--- src/rtl/rf_sched_pkg.sv ---
// Shared types and constants for the regfile writeback scheduler.
// XLEN is the datapath width (32).
package rf_sched_pkg;

  localparam int unsigned XLEN   = 32;
  localparam int unsigned REG_AW = 5;
  localparam int unsigned NREG   = 32;
  localparam logic [REG_AW-1:0] ZERO_REG = 5'd0;

  typedef struct packed {
    logic              valid;
    logic [REG_AW-1:0] waddr;
    logic [XLEN-1:0]   wdata;
  } wb_req_t;

  typedef enum logic {
    WB_SRC_EX  = 1'b0,
    WB_SRC_MEM = 1'b1
  } wb_src_e;

endpackage

--- src/rtl/rr_arb2.sv ---
// Two-way round-robin arbiter; ptr selects the favoured side under contention
// and flips to the loser whenever advance is asserted.
module rr_arb2 (
    input  logic       clk,
    input  logic       rst_n,
    input  logic [1:0] req,
    input  logic       advance,
    output logic [1:0] gnt,
    output logic       ptr
);

    logic r_ptr;

    always_ff @(posedge clk or negedge rst_n) begin
        if (!rst_n) begin
            r_ptr <= 1'b0;
        end else if (advance) begin
            r_ptr <= ~r_ptr;
        end
    end

    always_comb begin
        gnt = 2'b00;
        case (req)
            2'b01:   gnt = 2'b01;
            2'b10:   gnt = 2'b10;
            2'b11:   gnt = r_ptr ? 2'b10 : 2'b01;
            default: gnt = 2'b00;
        endcase
    end

    assign ptr = r_ptr;

endmodule

--- src/rtl/rf_wb_scheduler.sv ---
// Arbitrates EX/MEM writebacks onto the single regfile write port and tracks busy registers.
// Optional RF_BYPASS_EN forwards the write-stage value to operands and relaxes RAW stalls.
module rf_wb_scheduler
    import rf_sched_pkg::*;
(
    input  logic              clk,
    input  logic              rst_n,
    input  logic              iss_valid,
    input  logic [REG_AW-1:0] iss_rs1,
    input  logic [REG_AW-1:0] iss_rs2,
    input  logic [REG_AW-1:0] iss_rd,
    input  logic              iss_we,
    output logic              iss_stall,
    input  logic              wb0_valid,
    input  logic [REG_AW-1:0] wb0_waddr,
    input  logic [XLEN-1:0]   wb0_wdata,
    output logic              wb0_ready,
    input  logic              wb1_valid,
    input  logic [REG_AW-1:0] wb1_waddr,
    input  logic [XLEN-1:0]   wb1_wdata,
    output logic              wb1_ready,
    output logic              rf_we,
    output logic [REG_AW-1:0] rf_waddr,
    output logic [XLEN-1:0]   rf_wdata,
    input  logic [XLEN-1:0]   rf_rdata1,
    input  logic [XLEN-1:0]   rf_rdata2,
    output logic [XLEN-1:0]   op_rdata1,
    output logic [XLEN-1:0]   op_rdata2
);

    wb_req_t           w_req0, w_req1, w_win;
    wb_src_e           w_src;
    logic [1:0]        w_gnt;
    logic              w_rr_ptr;
    logic              w_iss_fire, w_haz1, w_haz2;
    logic              r_rf_we;
    logic [REG_AW-1:0] r_rf_waddr;
    logic [XLEN-1:0]   r_rf_wdata;
    logic [NREG-1:0]   r_busy, w_busy_set, w_busy_clr, w_busy_d;

    assign w_req0 = {wb0_valid, wb0_waddr, wb0_wdata};
    assign w_req1 = {wb1_valid, wb1_waddr, wb1_wdata};

    rr_arb2 u_arb (
        .clk     (clk),
        .rst_n   (rst_n),
        .req     ({w_req1.valid, w_req0.valid}),
        .advance (w_req0.valid && w_req1.valid),
        .gnt     (w_gnt),
        .ptr     (w_rr_ptr)
    );

    assign wb0_ready = w_gnt[0];
    assign wb1_ready = w_gnt[1];

    always_comb begin
        w_src = WB_SRC_EX;
        if (w_req0.valid && w_req1.valid) begin
            w_src = wb_src_e'(w_rr_ptr);
        end else if (w_req1.valid) begin
            w_src = WB_SRC_MEM;
        end
    end

    assign w_win = (w_src == WB_SRC_MEM) ? w_req1 : w_req0;

    // Writes to x0 are consumed here so the regfile never sees them.
    always_ff @(posedge clk or negedge rst_n) begin
        if (!rst_n) begin
            r_rf_we    <= 1'b0;
            r_rf_waddr <= '0;
            r_rf_wdata <= '0;
        end else begin
            r_rf_we <= w_win.valid && (w_win.waddr != ZERO_REG);
            if (w_win.valid) begin
                r_rf_waddr <= w_win.waddr;
                r_rf_wdata <= w_win.wdata;
            end
        end
    end

    assign rf_we    = r_rf_we;
    assign rf_waddr = r_rf_waddr;
    assign rf_wdata = r_rf_wdata;

    assign w_iss_fire = iss_valid && !iss_stall && iss_we && (iss_rd != ZERO_REG);

    // A new producer issued alongside a commit to the same register keeps it busy.
    always_comb begin
        w_busy_set = '0;
        w_busy_clr = '0;
        if (w_iss_fire) w_busy_set[iss_rd] = 1'b1;
        if (r_rf_we)    w_busy_clr[r_rf_waddr] = 1'b1;
        w_busy_d    = (r_busy & ~w_busy_clr) | w_busy_set;
        w_busy_d[0] = 1'b0;
    end

    always_ff @(posedge clk or negedge rst_n) begin
        if (!rst_n) begin
            r_busy <= '0;
        end else begin
            r_busy <= w_busy_d;
        end
    end

`ifdef RF_BYPASS_EN
    logic w_byp1, w_byp2;

    assign w_byp1    = r_rf_we && (r_rf_waddr == iss_rs1) && (iss_rs1 != ZERO_REG);
    assign w_byp2    = r_rf_we && (r_rf_waddr == iss_rs2) && (iss_rs2 != ZERO_REG);
    assign w_haz1    = (iss_rs1 != ZERO_REG) && r_busy[iss_rs1] && !w_byp1;
    assign w_haz2    = (iss_rs2 != ZERO_REG) && r_busy[iss_rs2] && !w_byp2;
    assign op_rdata1 = w_byp1 ? r_rf_wdata : rf_rdata1;
    assign op_rdata2 = w_byp2 ? r_rf_wdata : rf_rdata2;
`else
    assign w_haz1    = (iss_rs1 != ZERO_REG) && r_busy[iss_rs1];
    assign w_haz2    = (iss_rs2 != ZERO_REG) && r_busy[iss_rs2];
    assign op_rdata1 = rf_rdata1;
    assign op_rdata2 = rf_rdata2;
`endif

    // WAW check stays on the raw busy bit even when bypassing.
    assign iss_stall = iss_valid && (w_haz1 || w_haz2 || (iss_we && r_busy[iss_rd]));

endmodule

--- config.mk ---
export PLATFORM = sky130hd
export DESIGN_NAME = rf_wb_scheduler
export DESIGN_NICKNAME = d
export VERILOG_FILES = /design/src/rtl/rf_sched_pkg.sv /design/src/rtl/rr_arb2.sv /design/src/rtl/rf_wb_scheduler.sv
export SDC_FILE = /design/constraint.sdc
export NUM_CORES = 1
export LEC_CHECK = 0
export ABC_CLOCK_PERIOD_IN_PS = 5330
export BUFFER_PORTS_ARGS = -buffer_cell sky130_fd_sc_hd__buf_2
export CORE_AREA = 2 2 103 105
export CTS_CLUSTER_DIAMETER = 150
export CTS_CLUSTER_SIZE = 40
export DETAILED_ROUTE_END_ITERATION = 6
export DIE_AREA = 0 0 105 107
export PLACE_DENSITY = 0.81
export RECOVER_POWER = 50
export SYNTH_ARGS = -nofsm -noshare
export SYNTH_HDL_FRONTEND = slang
export SYNTH_SLANG_ARGS = --single-unit
--- constraint.sdc ---
create_clock -name clk -period 5.33 [get_ports clk]
set_clock_uncertainty 0.1 [all_clocks]
set_input_delay 1.066 -clock clk [delete_from_list [all_inputs] [get_ports clk]]
set_output_delay 1.066 -clock clk [all_outputs]
set_load 0.005 [all_outputs]
# Yosys cells after proc, flatten, opt, wreduce, memory -nomap -nowiden
# Cells that the tools add are included.
# W data, S select, Z words.
# word_totals
ff_bits	70
in_bits	159
out_inout_bits	105
elab_cells	53
# classes
n_lt_le_gt_ge	6
n_eq_ne	3
mux	17
bitwise	4
reduce_logical	18
# ops
cell	n
$mux W32	2
$mux W38	1
$and A32 B32 Y32	1
$not A32 Y32	1
$or A32 B32 Y32	1
$lt A5 B6 Y1 const B	4
$reduce_bool A5 Y1	4
$bmux W1 S5	3
$logic_and A1 B1 Y1	11
$demux W1 S5	2
$ge A5 B1 Y1 const B	2
$mux W1	7
$pmux W2 S3	1
$eq A2 B2 Y1 const B	2
$eq A2 B1 Y1 const B	1
$logic_or A1 B1 Y1	2
$mux W2	1
$logic_not A1 Y1	1
$not A1 Y1	1

# Logic depth before layout (Yosys ltp)
# Gate-level depths: netlist (run 1).
# depth
word_depth	12
ltp_mapped	9

# By module
# Synthesis (run 1) repeated with hierarchy kept, for this count alone.
# hier_totals
hier_cells	473
area_unflattened_um2	4459.3
# by_module_without_submodules
module	instances	cells_per_inst	area_per_inst_um2	seq_area_each_um2
rf_wb_scheduler	1	468	4406.7	1726.7
rr_arb2	1	5	52.6	25.0

# Worst setup path after synthesis (run 1)
# Ideal clock, no wire load.
# synth_timing
path_kind	in2out
from	in iss_rs2[2]
to	out iss_stall
arrival_ns	3.170
slack_ns	0.994
stages	9
n_path_buf	3
cell_sequence	clkbuf_1 mux2_2 a221oi_1 or4_1 nand4_1 or4_1 buf_2 clkbuf_1 o21a_1
# synth_between
elab_chain_len	6
word_cells_on_any_way	7
cone_classes	2 x mux; 5 x reduce/logical
# synth_lines
element	line_no	source
start, declared	rf_wb_scheduler.sv:10	input logic [REG_AW-1:0] iss_rs2,
$bmux W1 S5	rf_wb_scheduler.sv:117	assign w_haz2 = (iss_rs2 != ZERO_REG) && r_busy[iss_rs2];
$mux W1 (not written as such)	rf_wb_scheduler.sv:117	
$logic_and A1 B1 Y1 (*)	rf_wb_scheduler.sv:117	
$logic_or A1 B1 Y1 (*) (2 in a row)	rf_wb_scheduler.sv:123	assign iss_stall = iss_valid && (w_haz1 || w_haz2 || (iss_we && r_busy[iss_rd]));
$logic_and A1 B1 Y1 (*)	rf_wb_scheduler.sv:123	
end, declared	rf_wb_scheduler.sv:13	output logic iss_stall,
# Mark *: on every way between the ends. The rest lies on a longest branch, timed or not. The select of a mux whose other input is x is not followed.

# Worst setup path after layout (run 1)
# layout_timing
from	in iss_rd[0]
to	out iss_stall
# layout_between
elab_chain_len	5
# layout_lines
element	line_no	source
start, declared	rf_wb_scheduler.sv:11	input logic [REG_AW-1:0] iss_rd,
$bmux W1 S5	rf_wb_scheduler.sv:123	
$mux W1 (not written as such)	rf_wb_scheduler.sv:123	
$logic_and A1 B1 Y1	rf_wb_scheduler.sv:123	
$logic_or A1 B1 Y1	rf_wb_scheduler.sv:123	
$logic_and A1 B1 Y1	rf_wb_scheduler.sv:123	
# Every way passes these cells. The select of a mux whose other input is x is not followed.

==> impl_metrics.env, run 1 <==
export IMPL_cts_setup_buffers=0
export IMPL_fmax_mhz=228
export IMPL_drt_pass1_iterations=5
export IMPL_async_flop_share=1.00
export IMPL_clkSinkCount=70
export IMPL_yosysWarnings=0
export IMPL_yosysTopAreaCellShare=0.391
export IMPL_final_hold_violation_count=0
export IMPL_slew_headroom=-0.300
export IMPL_grt_pass1_wl_mm=19.4
export IMPL_dp_hpwl_mm=9.03
export IMPL_n_fill_cell=964
export IMPL_pin_count=264
export IMPL_postRouteAntennaNets=0
export IMPL_avgSynthCellArea_um2=9.40
export IMPL_sw_frac_of_total=0.353
export IMPL_sequentialPowerShare=0.446
export IMPL_ctsHoldBuffers=0
export IMPL_cap_violations=3
export IMPL_vias_per_cell=5.90
export IMPL_grt_antenna_before_repair=1
export IMPL_vdd_drop_max_mv=0.211
export IMPL_cp_max_fo=29
export IMPL_cts_buffers_inserted=9
export IMPL_design_die_area_um2=11200
export IMPL_clkSlewWorstSetupHoldPaths_ns=0.07
export IMPL_core_area_um2=10100
export IMPL_start_kind="input pin"
export IMPL_synth_cell_area_um2=4480
export IMPL_powerDensity_nw_per_um2=406
export IMPL_yosys_cell_count_top_type="nand2_1"
export IMPL_initial_core_util=0.444
export IMPL_yosys_area_top_type="dfrtp_1"
export IMPL_syn_instance_count=477
export IMPL_synth_edf_count=0
export IMPL_critPathKind="in -> out"
export IMPL_synth_commonest_cells="81 x nand2_1, 70 x dfrtp_1, 65 x buf_4"
export IMPL_fin_setup_tns_ns=0
export IMPL_finalSetupViolations=0
export IMPL_fin_nets=691
export IMPL_drt_wl_total_mm=12.2
export IMPL_fin_crit_sh=0.822
export IMPL_grt_pass1_vias=3841
export IMPL_cts_tree="built"
export IMPL_track_usage=0.217
export IMPL_intPower_mw=1.30
export IMPL_fp_row_count=37
export IMPL_min_period_ns=4.38
export IMPL_synth_area_leaders="dfrtp_1 39%, buf_4 11%, nand2_1 6.8%"
export IMPL_port_buffers=135
export IMPL_drt_iter0_drc=256
export IMPL_p_switching_mw=0.712
export IMPL_p_leak_nw=2.24
export IMPL_cp_end_kind="output port"
export IMPL_clk_path_buf_depth=2
export IMPL_syn_nets=636
export IMPL_dr_total_vias=3977
export IMPL_route_detailed_drc=0
export IMPL_pwr_share_clk=0.238
export IMPL_gp_congestion=0.909
export IMPL_outcome="finished with violations"
export IMPL_synthFlopType="dfrtp_1"
export IMPL_drt_wirelength_per_cell_um=18.1
export IMPL_crit_arrival_ns=3.22
export IMPL_cts_resized=0
export IMPL_violations="capacitance limit, slew limit"
export IMPL_slew_viol_final=114
export IMPL_netlist_cell_type_count=42
export IMPL_design_area_um2=4960
export IMPL_dpl_cell_area_um2=4770
export IMPL_clock_latency_ns=0.34
export IMPL_grt_max_degree=44
export IMPL_h_tree_depth=3
export IMPL_ys_seq_area_frac=0.391
export IMPL_hold_path_class="reg -> reg"
export IMPL_layout_drive_gt1_share=0.312
export IMPL_tightest_slew_ns=1.95
export IMPL_fp_dieW_um=105
export IMPL_grt_ovfl_total=0
export IMPL_syn_to_final_growth_pct=10.7
export IMPL_pwr_share_comb=0.316
export IMPL_clockRootBuffer="clkbuf_8"
export IMPL_ys_seq_elements=70
export IMPL_worstPathRequired_ns=4.16
export IMPL_die_h_um=107
export IMPL_rsz0062_at_grt="false"
-- logic make-up after synthesis --
kind of cell           synth area share
AND/OR/NAND/NOR                   0.156
AO/OA/AOI/OAI                     0.185
buffers and inverters             0.143
flip-flops                        0.391
multiplexers                      0.123
XOR/XNOR                        0.00195
-- final cells by class --
cell class / count / area, um2 / share of cell area
Multi-Input combinational cell: 307 / 2100 / 0.423
Sequential cell: 70 / 1750 / 0.353
Timing Repair Buffer: 141 / 703 / 0.142
Tap cell: 136 / 170 / 0.0343
Clock buffer: 11 / 151 / 0.0305
Clock inverter: 4 / 70.1 / 0.0141
Inverter: 3 / 11.3 / 0.00227
Antenna cell: 2 / 5.00 / 0.00101
-- worst max-delay path, cell delays in order --
cell and delay [ns]:
buf_2 0.49, mux4_2 0.58, a22o_1 0.24, nor3_1 0.23, o21ai_0 0.15, and2_1 0.18
o21a_1 0.16, buf_2 0.12
-- final timing paths --
check / from / endpoint / slack (ns) / cells past startpoint
max: iss_rd[0] / iss_stall / 0.95 / 8
min: u_arb.ptr / u_arb.ptr / 0.39 / 1
max reg2reg: r_busy[11] / r_busy[1] / 2.46 / 6
min reg2reg: u_arb.ptr / u_arb.ptr / 0.39 / 1
max in group asynchronous: rst_n / r_busy[18] / 1.49 / 2
min in group asynchronous: rst_n / rf_wdata[1] / 1.16 / 1
-- cell usage in the layout (no fill, tap or decap), types with 2 or more instances in the layout --
| master | Yosys | layout |
|---|---|---|
| a221oi_1 | 2 | 2 |
| nand3_1 | 5 | 5 |
| nor3_1 | 3 | 3 |
| nand2_1 | 81 | 81 |
| or3_1 | 8 | 8 |
| mux4_2 | 12 | 12 |
| dfrtp_1 | 70 | 70 |
| or3b_2 | 4 | 4 |
| clkbuf_8 | 0 | 11 |
| mux2i_1 | 26 | 26 |
| nor2_2 | 0 | 2 |
| nor3b_1 | 3 | 3 |
| nor2_1 | 11 | 9 |
| diode_2 | 0 | 2 |
| o41ai_1 | 16 | 16 |
| mux2_2 | 2 | 2 |
| inv_1 | 3 | 3 |
| nor2b_1 | 3 | 3 |
| o21ai_0 | 42 | 42 |
| a31oi_1 | 2 | 2 |
| buf_4 | 65 | 4 |
| o31ai_1 | 10 | 10 |
| bufinv_16 | 0 | 2 |
| a21oi_1 | 4 | 4 |
| nand3b_1 | 12 | 12 |
| or4_1 | 8 | 8 |
| clkinv_2 | 0 | 2 |
| buf_2 | 5 | 127 |
| a22oi_1 | 32 | 32 |
| o22ai_1 | 6 | 6 |
| clkbuf_1 | 24 | 10 |
-- stage by stage --
stage | hold WS, ns | total power, mW | util | cells | setup WS, ns
final | 0.386 | 2.02 | 0.492 | 674 | 0.947
after global routing | 0.397 | 2.14 | 0.491 | 672 | 0.815
after CTS | 0.386 | 2.02 | 0.494 | 672 | 0.943
after detailed placement | 0.373 | 1.54 | 0.472 | 657 | 0.956
after global placement | 0.362 | 1.51 | 0.472 | 657 | 0.953
after floorplan | 0.345 | 1.32 | - | 477 | 0.994
-- flip-flops by register name (all words and copies together) (netlist names) --
signal,flops
rf_wdata,32
rf_we,1
u_arb.ptr,1
r_busy,31
rf_waddr,5
-- metal layers --
layer,vias to the layer above,share of wire,GRT usage
met5,-,0.0011,0
met4,2,0.012,0.0848
met3,18,0.13,0.0827
met2,284,0.45,0.333
met1,1871,0.41,0.279
li1,1802,-,-
-- power groups by stage --
stage	registers, mW	logic [mW]	clock network, mW
after global placement	0.890	0.618	0
after floorplan	0.822	0.496	0
after global routing	0.918	0.708	0.516
final	0.900	0.636	0.480
after detailed placement	0.898	0.639	0
after CTS	0.889	0.642	0.489
No activity file was read; power rests on OpenSTA's default activity.
==> run 2: changes to the inputs <==
--- a/config.mk
+++ b/config.mk
@@ -5,14 +5,15 @@
 export SDC_FILE = /design/constraint.sdc
 export NUM_CORES = 1
 export LEC_CHECK = 0
-export ABC_CLOCK_PERIOD_IN_PS = 5330
+export ABC_AREA = 1
+export ABC_CLOCK_PERIOD_IN_PS = 4400
 export BUFFER_PORTS_ARGS = -buffer_cell sky130_fd_sc_hd__buf_2
-export CORE_AREA = 2 2 103 105
+export CORE_MARGIN = 2
+export CORE_UTILIZATION = 46
 export CTS_CLUSTER_DIAMETER = 150
 export CTS_CLUSTER_SIZE = 40
 export DETAILED_ROUTE_END_ITERATION = 6
-export DIE_AREA = 0 0 105 107
-export PLACE_DENSITY = 0.81
+export PLACE_DENSITY = 0.82
 export RECOVER_POWER = 50
 export SYNTH_ARGS = -nofsm -noshare
 export SYNTH_HDL_FRONTEND = slang
==> constraint.sdc (replaced) <==
create_clock -name clk -period 4.4 [get_ports clk]
set_clock_uncertainty 0.1 [all_clocks]
set_input_delay 0.88 -clock clk [delete_from_list [all_inputs] [get_ports clk]]
set_output_delay 0.88 -clock clk [all_outputs]
set_load 0.005 [all_outputs]
==> impl_metrics.env, run 2 <==
export IMPL_synth_cell_area_um2=4810
export IMPL_clkSlewWorstSetupHoldPaths_ns=0.07
export IMPL_fmax_mhz=277
export IMPL_finalSetupViolations=0
export IMPL_fin_setup_tns_ns=0
export IMPL_violations="capacitance limit, slew limit"
export IMPL_die_h_um=106
export IMPL_cts_tree="built"
export IMPL_syn_to_final_growth_pct=8.40
export IMPL_avgSynthCellArea_um2=6.75
export IMPL_drt_iter0_drc=370
export IMPL_cts_buffers_inserted=9
export IMPL_pin_count=264
export IMPL_min_period_ns=3.61
export IMPL_drt_wirelength_per_cell_um=14.4
export IMPL_async_flop_share=1.00
export IMPL_p_leak_nw=2.73
export IMPL_track_usage=0.242
export IMPL_synthXorXnorAreaFrac=0
export IMPL_rsz0062_at_grt="false"
export IMPL_clockRootBuffer="clkbuf_8"
export IMPL_tightest_slew_ns=2.09
export IMPL_synth_commonest_cells="256 x nand2_1, 77 x nand3_1, 70 x buf_4, 70 x dfrtp_1, 53 x inv_1"
export IMPL_port_buffers=135
export IMPL_final_cell_mix="256 x nand2_1, 123 x buf_2, 77 x nand3_1, 70 x dfrtp_1, 53 x inv_1"
export IMPL_postRouteAntennaNets=0
export IMPL_ctsHoldBuffers=0
export IMPL_dr_total_vias=4785
export IMPL_vdd_drop_max_mv=0.220
export IMPL_grt_ovfl_total=0
export IMPL_start_kind="input pin"
export IMPL_fp_dieW_um=106
export IMPL_hold_path_class="reg -> reg"
export IMPL_h_tree_depth=3
export IMPL_synthFlopType="dfrtp_1"
export IMPL_synth_edf_count=0
export IMPL_initial_core_util=0.470
export IMPL_fin_cells=913
export IMPL_route_detailed_drc=0
export IMPL_yosysTopAreaCellShare=0.364
export IMPL_synth_top_family_by_area="simple AND/OR/NAND/NOR gates"
export IMPL_crit_arrival_ns=2.63
export IMPL_final_common_cell="nand2_1"
export IMPL_core_area_um2=10200
export IMPL_yosys_area_top_type="dfrtp_1"
export IMPL_design_die_area_um2=11300
export IMPL_cts_resized=0
export IMPL_netlist_cell_type_count=27
export IMPL_synthMuxAreaShare=0.00624
export IMPL_slew_viol_final=41
export IMPL_ys_seq_area_frac=0.364
export IMPL_dp_hpwl_mm=10.0
export IMPL_cp_end_kind="output port"
export IMPL_critPathKind="in -> out"
export IMPL_p_switching_mw=0.878
export IMPL_n_fill_cell=1066
export IMPL_layout_drive_gt1_share=0.197
export IMPL_grt_max_degree=44
export IMPL_clock_latency_ns=0.34
export IMPL_sequentialPowerShare=0.460
export IMPL_synth_compound_area_share=0.0648
export IMPL_drt_wl_total_mm=13.1
export IMPL_drt_pass1_iterations=5
export IMPL_syn_instance_count=713
export IMPL_powerDensity_nw_per_um2=431
export IMPL_pwr_share_comb=0.312
export IMPL_clk_path_buf_depth=2
export IMPL_synth_area_leaders="dfrtp_1 36%, nand2_1 20%, buf_4 11%"
export IMPL_clkSinkCount=70
export IMPL_fin_nets=931
export IMPL_grt_pass1_vias=4647
export IMPL_final_hold_violation_count=0
export IMPL_pwr_share_clk=0.228
export IMPL_fin_crit_sh=0.821
export IMPL_ys_seq_elements=70
export IMPL_gp_congestion=0.938
export IMPL_power_mw=2.25
export IMPL_slew_headroom=-0.391
export IMPL_vias_per_cell=5.24
export IMPL_dp_cells=897
export IMPL_cap_violations=1
export IMPL_grt_antenna_before_repair=0
export IMPL_cp_max_fo=37
export IMPL_outcome="finished with violations"
export IMPL_largest_register_ffs=32
export IMPL_sw_frac_of_total=0.391
export IMPL_antenna_diode_count=0
export IMPL_yosysWarnings=0
export IMPL_syn_nets=872
export IMPL_yosys_cell_count_top_type="nand2_1"
export IMPL_cts_setup_buffers=0
export IMPL_yosys_area_share_adder=0
export IMPL_worstPathRequired_ns=3.42
export IMPL_synth_simple_gate_area_frac=0.383
export IMPL_grt_pass1_wl_mm=22.1
export IMPL_fp_row_count=37
export IMPL_intPower_mw=1.37
-- run 2: power groups by stage --
stage / logic, mW / registers (mW) / clock network [mW]
floorplan: 0.539 / 0.954 / 0
global placement: 0.692 / 1.03 / 0
detailed placement: 0.699 / 1.03 / 0
CTS: 0.699 / 1.02 / 0.521
global route: 0.821 / 1.05 / 0.550
finish: 0.701 / 1.03 / 0.513
-- run 2: area by class of cell --
class / instances / area, um2 / area share
Sequential cell: 70 / 1750 / 0.336
Clock buffer: 13 / 149 / 0.0286
Multi-Input combinational cell: 494 / 2190 / 0.419
Timing Repair Buffer: 140 / 698 / 0.134
Clock inverter: 3 / 43.8 / 0.00840
Inverter: 57 / 214 / 0.0410
Tap cell: 136 / 170 / 0.0326
-- run 2: worst paths after layout --
| check | startpoint | slack (ns) | depth (start not counted) | end |
|---|---|---|---|---|
| min | rf_wdata[13] | 0.40 | 2 | rf_wdata[13] |
| max in group asynchronous | rst_n | 1.83 | 2 | r_busy[17] |
| min in group asynchronous | rst_n | 1.04 | 1 | rf_wdata[17] |
| min reg2reg | rf_wdata[13] | 0.40 | 2 | rf_wdata[13] |
| max | wb0_valid | 0.79 | 6 | wb0_ready |
| max reg2reg | u_arb.ptr | 1.83 | 6 | rf_wdata[7] |
-- run 2: cell families after synthesis --
group                  Yosys count
multiplexers                     3
flip-flops                      70
AO/OA/AOI/OAI                   58
buffers and inverters          149
AND/OR/NAND/NOR                433
-- run 2: critical path, cell delays in order --
cell and delay, ns:
clkbuf_1 0.11, inv_1 0.06, o21ai_0 0.71, inv_2 0.50
nor2_2 0.22, buf_2 0.14
-- run 2: metal layers --
metal  part of all wire  global-route usage
met1               0.43               0.321
met2               0.46               0.386
met3              0.097              0.0638
met4              0.015              0.0818
met5                  0                   0
-- run 2: stage by stage --
| stage | hold slack (ns) | utilization | setup slack, ns | cell area (um2) |
|---|---|---|---|---|
| floorplan | 0.371 | - | 1.51 | 4810 |
| global placement | 0.376 | 0.493 | 1.13 | 5040 |
| detailed placement | 0.378 | 0.493 | 1.07 | 5040 |
| CTS | 0.397 | 0.511 | 1.07 | 5230 |
| global route | 0.416 | 0.510 | 0.660 | 5210 |
| finish | 0.398 | 0.510 | 0.786 | 5210 |
